==> src/rtl/uurisc_pkg.sv <==
// ============================================================================
// Module : uurisc_pkg
// Brief  : Shared ALU op-codes, flag layout and alu_ctrl FSM state encoding.
// Rev    : 1.0
// ============================================================================
`default_nettype none

package uurisc_pkg;

    localparam int unsigned ALU_OP_LAST   = 9;
    localparam int unsigned ALU_FLAG_BITS = 3;

    // Flag bit positions: carry/borrow, zero, negative (result MSB)
    localparam int unsigned ALU_FLAG_C = 0;
    localparam int unsigned ALU_FLAG_Z = 1;
    localparam int unsigned ALU_FLAG_N = 2;

    typedef enum logic [3:0] {
        ADD  = 4'd0,
        SUB  = 4'd1,
        SRL  = 4'd2,
        SLL  = 4'd3,
        OR   = 4'd4,
        NOR  = 4'd5,
        AND  = 4'd6,
        NAND = 4'd7,
        XOR  = 4'd8,
        NOT  = 4'd9
    } alu_op_t;

    typedef enum logic [1:0] {
        IDLE = 2'd0,
        EXEC = 2'd1,
        RESP = 2'd2
    } alu_ctrl_state_t;

endpackage

`default_nettype wire

==> src/rtl/alu_ctrl_alu.sv <==
// ============================================================================
// Module : alu_ctrl_alu
// Brief  : Combinational ALU; flags = {negative, zero, carry/borrow}.
// Rev    : 1.0
// ============================================================================
`default_nettype none

module alu_ctrl_alu
    import uurisc_pkg::*;
#(
    parameter int DATA_WIDTH = 16
) (
    input  logic [DATA_WIDTH-1:0]    i_a,
    input  logic [DATA_WIDTH-1:0]    i_b,
    input  alu_op_t                  i_op,
    output logic [DATA_WIDTH-1:0]    o_dout,
    output logic [ALU_FLAG_BITS-1:0] o_flags
);

    logic w_carry;

    always_comb begin
        w_carry = 1'b0;
        o_dout  = '0;
        case (i_op)
            ADD:  {w_carry, o_dout} = {1'b0, i_a} + {1'b0, i_b};
            SUB: begin
                o_dout  = i_a - i_b;
                w_carry = (i_a < i_b);
            end
            SRL:  o_dout = i_a >> i_b;
            SLL:  o_dout = i_a << i_b;
            OR:   o_dout = i_a | i_b;
            NOR:  o_dout = ~(i_a | i_b);
            AND:  o_dout = i_a & i_b;
            NAND: o_dout = ~(i_a & i_b);
            XOR:  o_dout = i_a ^ i_b;
            NOT:  o_dout = ~i_a;
            default: o_dout = '0;
        endcase
    end

    always_comb begin
        o_flags             = '0;
        o_flags[ALU_FLAG_C] = w_carry;
        o_flags[ALU_FLAG_Z] = (o_dout == '0);
        o_flags[ALU_FLAG_N] = o_dout[DATA_WIDTH-1];
    end

endmodule

`default_nettype wire

==> src/rtl/alu_ctrl.sv <==
// ============================================================================
// Module : alu_ctrl
// Brief  : Handshaked IDLE/EXEC/RESP wrapper around the ALU, one op per 3 cycles.
//          Define ALU_CTRL_FLAGREG_EN to add the persistent flags_q register.
// Rev    : 1.0
// ============================================================================
`default_nettype none

module alu_ctrl
    import uurisc_pkg::*;
#(
    parameter int DATA_WIDTH = 16
) (
    input  logic                     clk,
    input  logic                     rst_n,
    input  logic                     req_valid,
    output logic                     req_ready,
    input  logic [DATA_WIDTH-1:0]    req_a,
    input  logic [DATA_WIDTH-1:0]    req_b,
    input  logic [DATA_WIDTH-1:0]    req_op,
    output logic                     rsp_valid,
    input  logic                     rsp_ready,
    output logic [DATA_WIDTH-1:0]    rsp_data,
    output logic [DATA_WIDTH-1:0]    rsp_flags,
    output logic                     rsp_err,
`ifdef ALU_CTRL_FLAGREG_EN
    output logic [ALU_FLAG_BITS-1:0] flags_q,
`endif
    output logic                     busy
);

    alu_ctrl_state_t          r_state;
    logic [DATA_WIDTH-1:0]    r_a;
    logic [DATA_WIDTH-1:0]    r_b;
    logic [DATA_WIDTH-1:0]    r_op;
    logic [DATA_WIDTH-1:0]    r_data;
    logic [ALU_FLAG_BITS-1:0] r_flags;
    logic                     r_err;
    logic                     r_rsp_valid;

    logic [DATA_WIDTH-1:0]    w_dout;
    logic [ALU_FLAG_BITS-1:0] w_flags;
    logic                     w_illegal;

    assign w_illegal = (r_op > DATA_WIDTH'(ALU_OP_LAST));

    alu_ctrl_alu #(
        .DATA_WIDTH (DATA_WIDTH)
    ) u_alu (
        .i_a     (r_a),
        .i_b     (r_b),
        .i_op    (alu_op_t'(r_op[3:0])),
        .o_dout  (w_dout),
        .o_flags (w_flags)
    );

    always_ff @(posedge clk) begin
        if (!rst_n) begin
            r_state     <= IDLE;
            r_a         <= '0;
            r_b         <= '0;
            r_op        <= '0;
            r_data      <= '0;
            r_flags     <= '0;
            r_err       <= 1'b0;
            r_rsp_valid <= 1'b0;
`ifdef ALU_CTRL_FLAGREG_EN
            flags_q     <= '0;
`endif
        end else begin
            case (r_state)
                IDLE: begin
                    if (req_valid) begin
                        r_a     <= req_a;
                        r_b     <= req_b;
                        r_op    <= req_op;
                        r_state <= EXEC;
                    end
                end
                EXEC: begin
                    // Illegal ops still take the EXEC slot so timing is op-independent
                    r_data      <= w_illegal ? '0 : w_dout;
                    r_flags     <= w_illegal ? '0 : w_flags;
                    r_err       <= w_illegal;
                    r_rsp_valid <= 1'b1;
                    r_state     <= RESP;
                end
                RESP: begin
                    if (rsp_ready) begin
                        r_rsp_valid <= 1'b0;
                        r_state     <= IDLE;
`ifdef ALU_CTRL_FLAGREG_EN
                        if (!r_err) begin
                            flags_q <= r_flags;
                        end
`endif
                    end
                end
                default: r_state <= IDLE;
            endcase
        end
    end

    // Gated by rst_n so no request can be taken while reset is being applied
    assign req_ready = (r_state == IDLE) && rst_n;
    assign busy      = (r_state != IDLE);
    assign rsp_valid = r_rsp_valid;
    assign rsp_data  = r_data;
    assign rsp_flags = {{(DATA_WIDTH-ALU_FLAG_BITS){1'b0}}, r_flags};
    assign rsp_err   = r_err;

endmodule

`default_nettype wire

==> config.mk <==
export PLATFORM = sky130hd
export DESIGN_NAME = alu_ctrl
export DESIGN_NICKNAME = d
export VERILOG_FILES = /design/src/rtl/uurisc_pkg.sv /design/src/rtl/alu_ctrl_alu.sv /design/src/rtl/alu_ctrl.sv
export SDC_FILE = /design/constraint.sdc
export NUM_CORES = 1
export LEC_CHECK = 0
export CAP_MARGIN = 20
export CORE_MARGIN = 2
export CORE_UTILIZATION = 58
export DETAILED_ROUTE_END_ITERATION = 10
export GPL_TIMING_DRIVEN = 0
export PLACE_DENSITY = 0.9
export SETUP_SLACK_MARGIN = 0.2
export SLEW_MARGIN = 15
export SYNTH_ARGS = -nofsm -noshare
export SYNTH_HDL_FRONTEND = slang
export SYNTH_SLANG_ARGS = --single-unit
==> constraint.sdc <==
create_clock -name clk -period 4.78 [get_ports clk]
set_input_delay 0.717 -clock clk [delete_from_list [all_inputs] [get_ports clk]]
set_output_delay 0.717 -clock clk [all_outputs]
set_load 0.005 [all_outputs]
==> summary.md <==
| Metric | Value |
|---|---|
| Drc violations | 0 |
| Setup Skew | a little under 0.003 ns |
| RSZ-0062 raised after global routing | no |
| Share of cells above drive strength 1 | a little under a tenth |
| Mapped Cells | between 900 and 1000 |
| Commonest cells after routing, fill and taps aside | nand2_1, clkdlybuf4s50_1, dfxtp_1 |
| Multi-input logic area | roughly 5400 um2 |
| TritonRoute pass-1 iters | 7 |
| Largest net degree at the start of global routing | 13 |
| CP arrival | around 4.6 ns |
| Sequential fraction of design power | a little under a third |
| CTS tree | yes |
| Vias per Instance | roughly 6.7 |
| Ys async rst share | 0% |
| Core outline area | approximately 13000 um2 |
| PD cells | roughly 250 nW/um2 |
| Status | finished clean |
| P_leak | around 3.3 nW |
| Post CTS Setup Buffer Count | 0 |
| Setup TNS | 0 ns |
| Width of the die | around 120 um |
| Maxcap violations | 0 |
| Actual slew at the worst max-slew pin | ~1.1 ns |
| Average wire per standard cell | between 20 and 25 um |
| Final Slew Violations | 0 |
| Mapped Avg Cell Area | between 7 and 8 um2 |
| Port bufs | 73 |
| Tmin final | around 4.3 ns |
| Peak supply drop | about 0.00023 V |
| Crit end category | flip-flop |
| Commonest non-fill, non-tap cell in the layout | nand2_1 |
| Hold Path Class | flip-flop to flip-flop |
| Clock buffer depth | 2 |
| Logic pwr share | between 30% and 40% |
| Register area share after synthesis | approximately a fifth |
| Min-Delay Path Depth | 2 |
| Post-synthesis cell area | approximately 7400 um2 |
| Initial Util | approximately three fifths |
| Ant diodes | 0 |
| Reg area | 1401 um2 |
| Layout fillers | 1078 |
| Worst-Skew Late Latency | 0.34 ns |
| DRT iter0 DRCs | 1536 |
| Switch Pwr | roughly 0.82 mW |
| R2R depth | 13 |
| Final non-filler cell total | about 1200 |
| Commonest register cell after synthesis | dfxtp_1 |
| Post-route ant nets | 0 |
| Yosys warns | 0 |
| Drt total wl | 27980 um |
| Number of synthesized flops with an enable pin | 0 |
| P_int | between 1 and 1.5 mW |
| Placed cells | 1222 |
| Distinct cells, synth | 83 |
| Final Cycle Share | ~90% |
| TritonCTS Sinks | 70 |
| Clk pwr share | just under 30% |
| Total Routing Usage GR | a little over two fifths |
| Synthesized flop and latch total | 70 |
| Vias in the first global route | 7445 |
| Final Wtd Congestion | about 1.1 |
| Hold Vio Cnt, Final | 0 |
| Die Y | 117.1 um |
| Routed via count | ~8300 |
| CTS Buf Count | 9 |
| Kind of critical path | flip-flop to flip-flop |
| GR Overflow Total | 0 |
| DPL Wire Length | ~21000 um |
| Io pins | 88 |
| Final core occ | slightly below 70% |
| Row count | between 40 and 50 |
| Peak Freq | 0.2314 GHz |
| Clk pin slew, worst setup/hold paths | about 0.060 ns |
| CTS H-tree lvls | 3 |
| Setup violators final | 0 |
| Slew headroom | 26.27% |
| Clock root buffer master | clkbuf_16 |
| Net Sw Frac | 38.40% |
| CP Max Fanout | 10 |
| Req. time, crit path | between 5 and 6 ns |
| Die area | between 10000 and 15000 um2 |
| Startpoint types | flip-flop |
| Final net count | 1164 |
| Synth-to-layout area growth | 17.30% |
| Antenna violations before repair | 0 |
| First-pass GRT wire length | ~42000 um |
## synthesized netlist by cell type (18+ instances only)
library cell	number	area, um2
mux4_2	21	473.0
o21ai_0	32	160.2
buf_2	20	100.1
nand3_1	19	95.09
inv_1	41	153.9
ha_1	48	600.6
nand2_1	153	574.3
nor2_1	45	168.9
a21boi_0	50	375.4
nor2b_1	29	181.4
clkbuf_1	56	210.2
a21oi_1	54	270.3
dfxtp_1	70	1401
mux2i_1	18	180.2
## state kept, by name (all words and copies together) (netlist names)
signal	count
rsp_valid	1
r_b	16
r_state	2
rsp_err	1
r_a	16
r_flags	2
r_op	16
rsp_data	16
## power groups by stage
stage / logic, mW / clock network (mW) / registers, mW
5_1_grt: 0.909 / 0.651 / 0.663
4_1_cts: 0.815 / 0.627 / 0.657
3_5_place_dp: 0.810 / 0 / 0.670
3_3_place_gp: 0.799 / 0 / 0.669
6_report: 0.852 / 0.625 / 0.661
2_1_floorplan: 0.565 / 0 / 0.651
## worst max-delay path, stage by stage, from the launching register on
cell	delay, ns
dfxtp_1	0.52
clkbuf_1	0.53
inv_1	0.23
ha_1	0.37
buf_2	0.22
nor3b_1	0.07
nor3_1	0.47
o22ai_1	0.21
or4b_1	0.55
nor2b_1	0.18
xnor2_1	0.13
a211o_1	0.33
nand4b_1	0.23
o31ai_2	0.20
## per-stage QoR
| stage | setup slack [ns] | cell area [um2] | hold slack (ns) | power (mW) |
|---|---|---|---|---|
| detailed placement | 0.2850 | 8409 | 0.4553 | 1.479 |
| CTS | 0.2367 | 8683 | 0.4631 | 2.100 |
| floorplan | 1.292 | 7463 | 0.4379 | 1.216 |
| global placement | 0.3134 | 8409 | 0.4495 | 1.468 |
| finish | 0.4576 | 8702 | 0.4647 | 2.138 |
| global route | 0.2944 | 8702 | 0.4870 | 2.223 |
## path summary, 6_finish.rpt
kind / slack, ns / to / startpoint
min reg2reg: 0.46 / r_op[13]$_SDFFE_PN0P_ / r_op[13]$_SDFFE_PN0P_
max: 0.46 / r_flags[1]$_SDFFE_PN0P_ / r_a[9]$_SDFFE_PN0P_
max reg2reg: 0.46 / r_flags[1]$_SDFFE_PN0P_ / r_a[9]$_SDFFE_PN0P_
min: 0.46 / r_op[13]$_SDFFE_PN0P_ / r_op[13]$_SDFFE_PN0P_
## kinds of logic after synthesis
kind of cell	synth area share, %
other	0.05055
multiplexers	11.74
AO/OA/AOI/OAI	27.49
flip-flops	18.89
adder cells (fa/ha/maj)	8.636
AND/OR/NAND/NOR	22.99
buffers and inverters	8.788
XOR/XNOR	1.417
## routing by layer
layer,track usage (%),share of wire (%),wire [um]
met1,55.23,39,10930
met5,0,0,0
met3,11.38,13,3603
met2,62.24,43,11940
met4,21.25,5.4,1507
## what timing repair did
item / in CTS / in global routing
resized for setup: 0 / 3
hold buffers: 0 / 0
endpoints found under the setup margin: 0 / 2
## final cells by class
type / instances / area share (%)
plain buffers: 100 / 5.564
clock buffers: 10 / 2.746
clock inverters: 5 / 0.4026
inverters: 45 / 1.941
multi-input cells: 762 / 62.23
flip-flops and latches: 70 / 16.10
well taps: 172 / 2.473
repair buffers: 74 / 8.541
(Power assumes the default switching activity.)
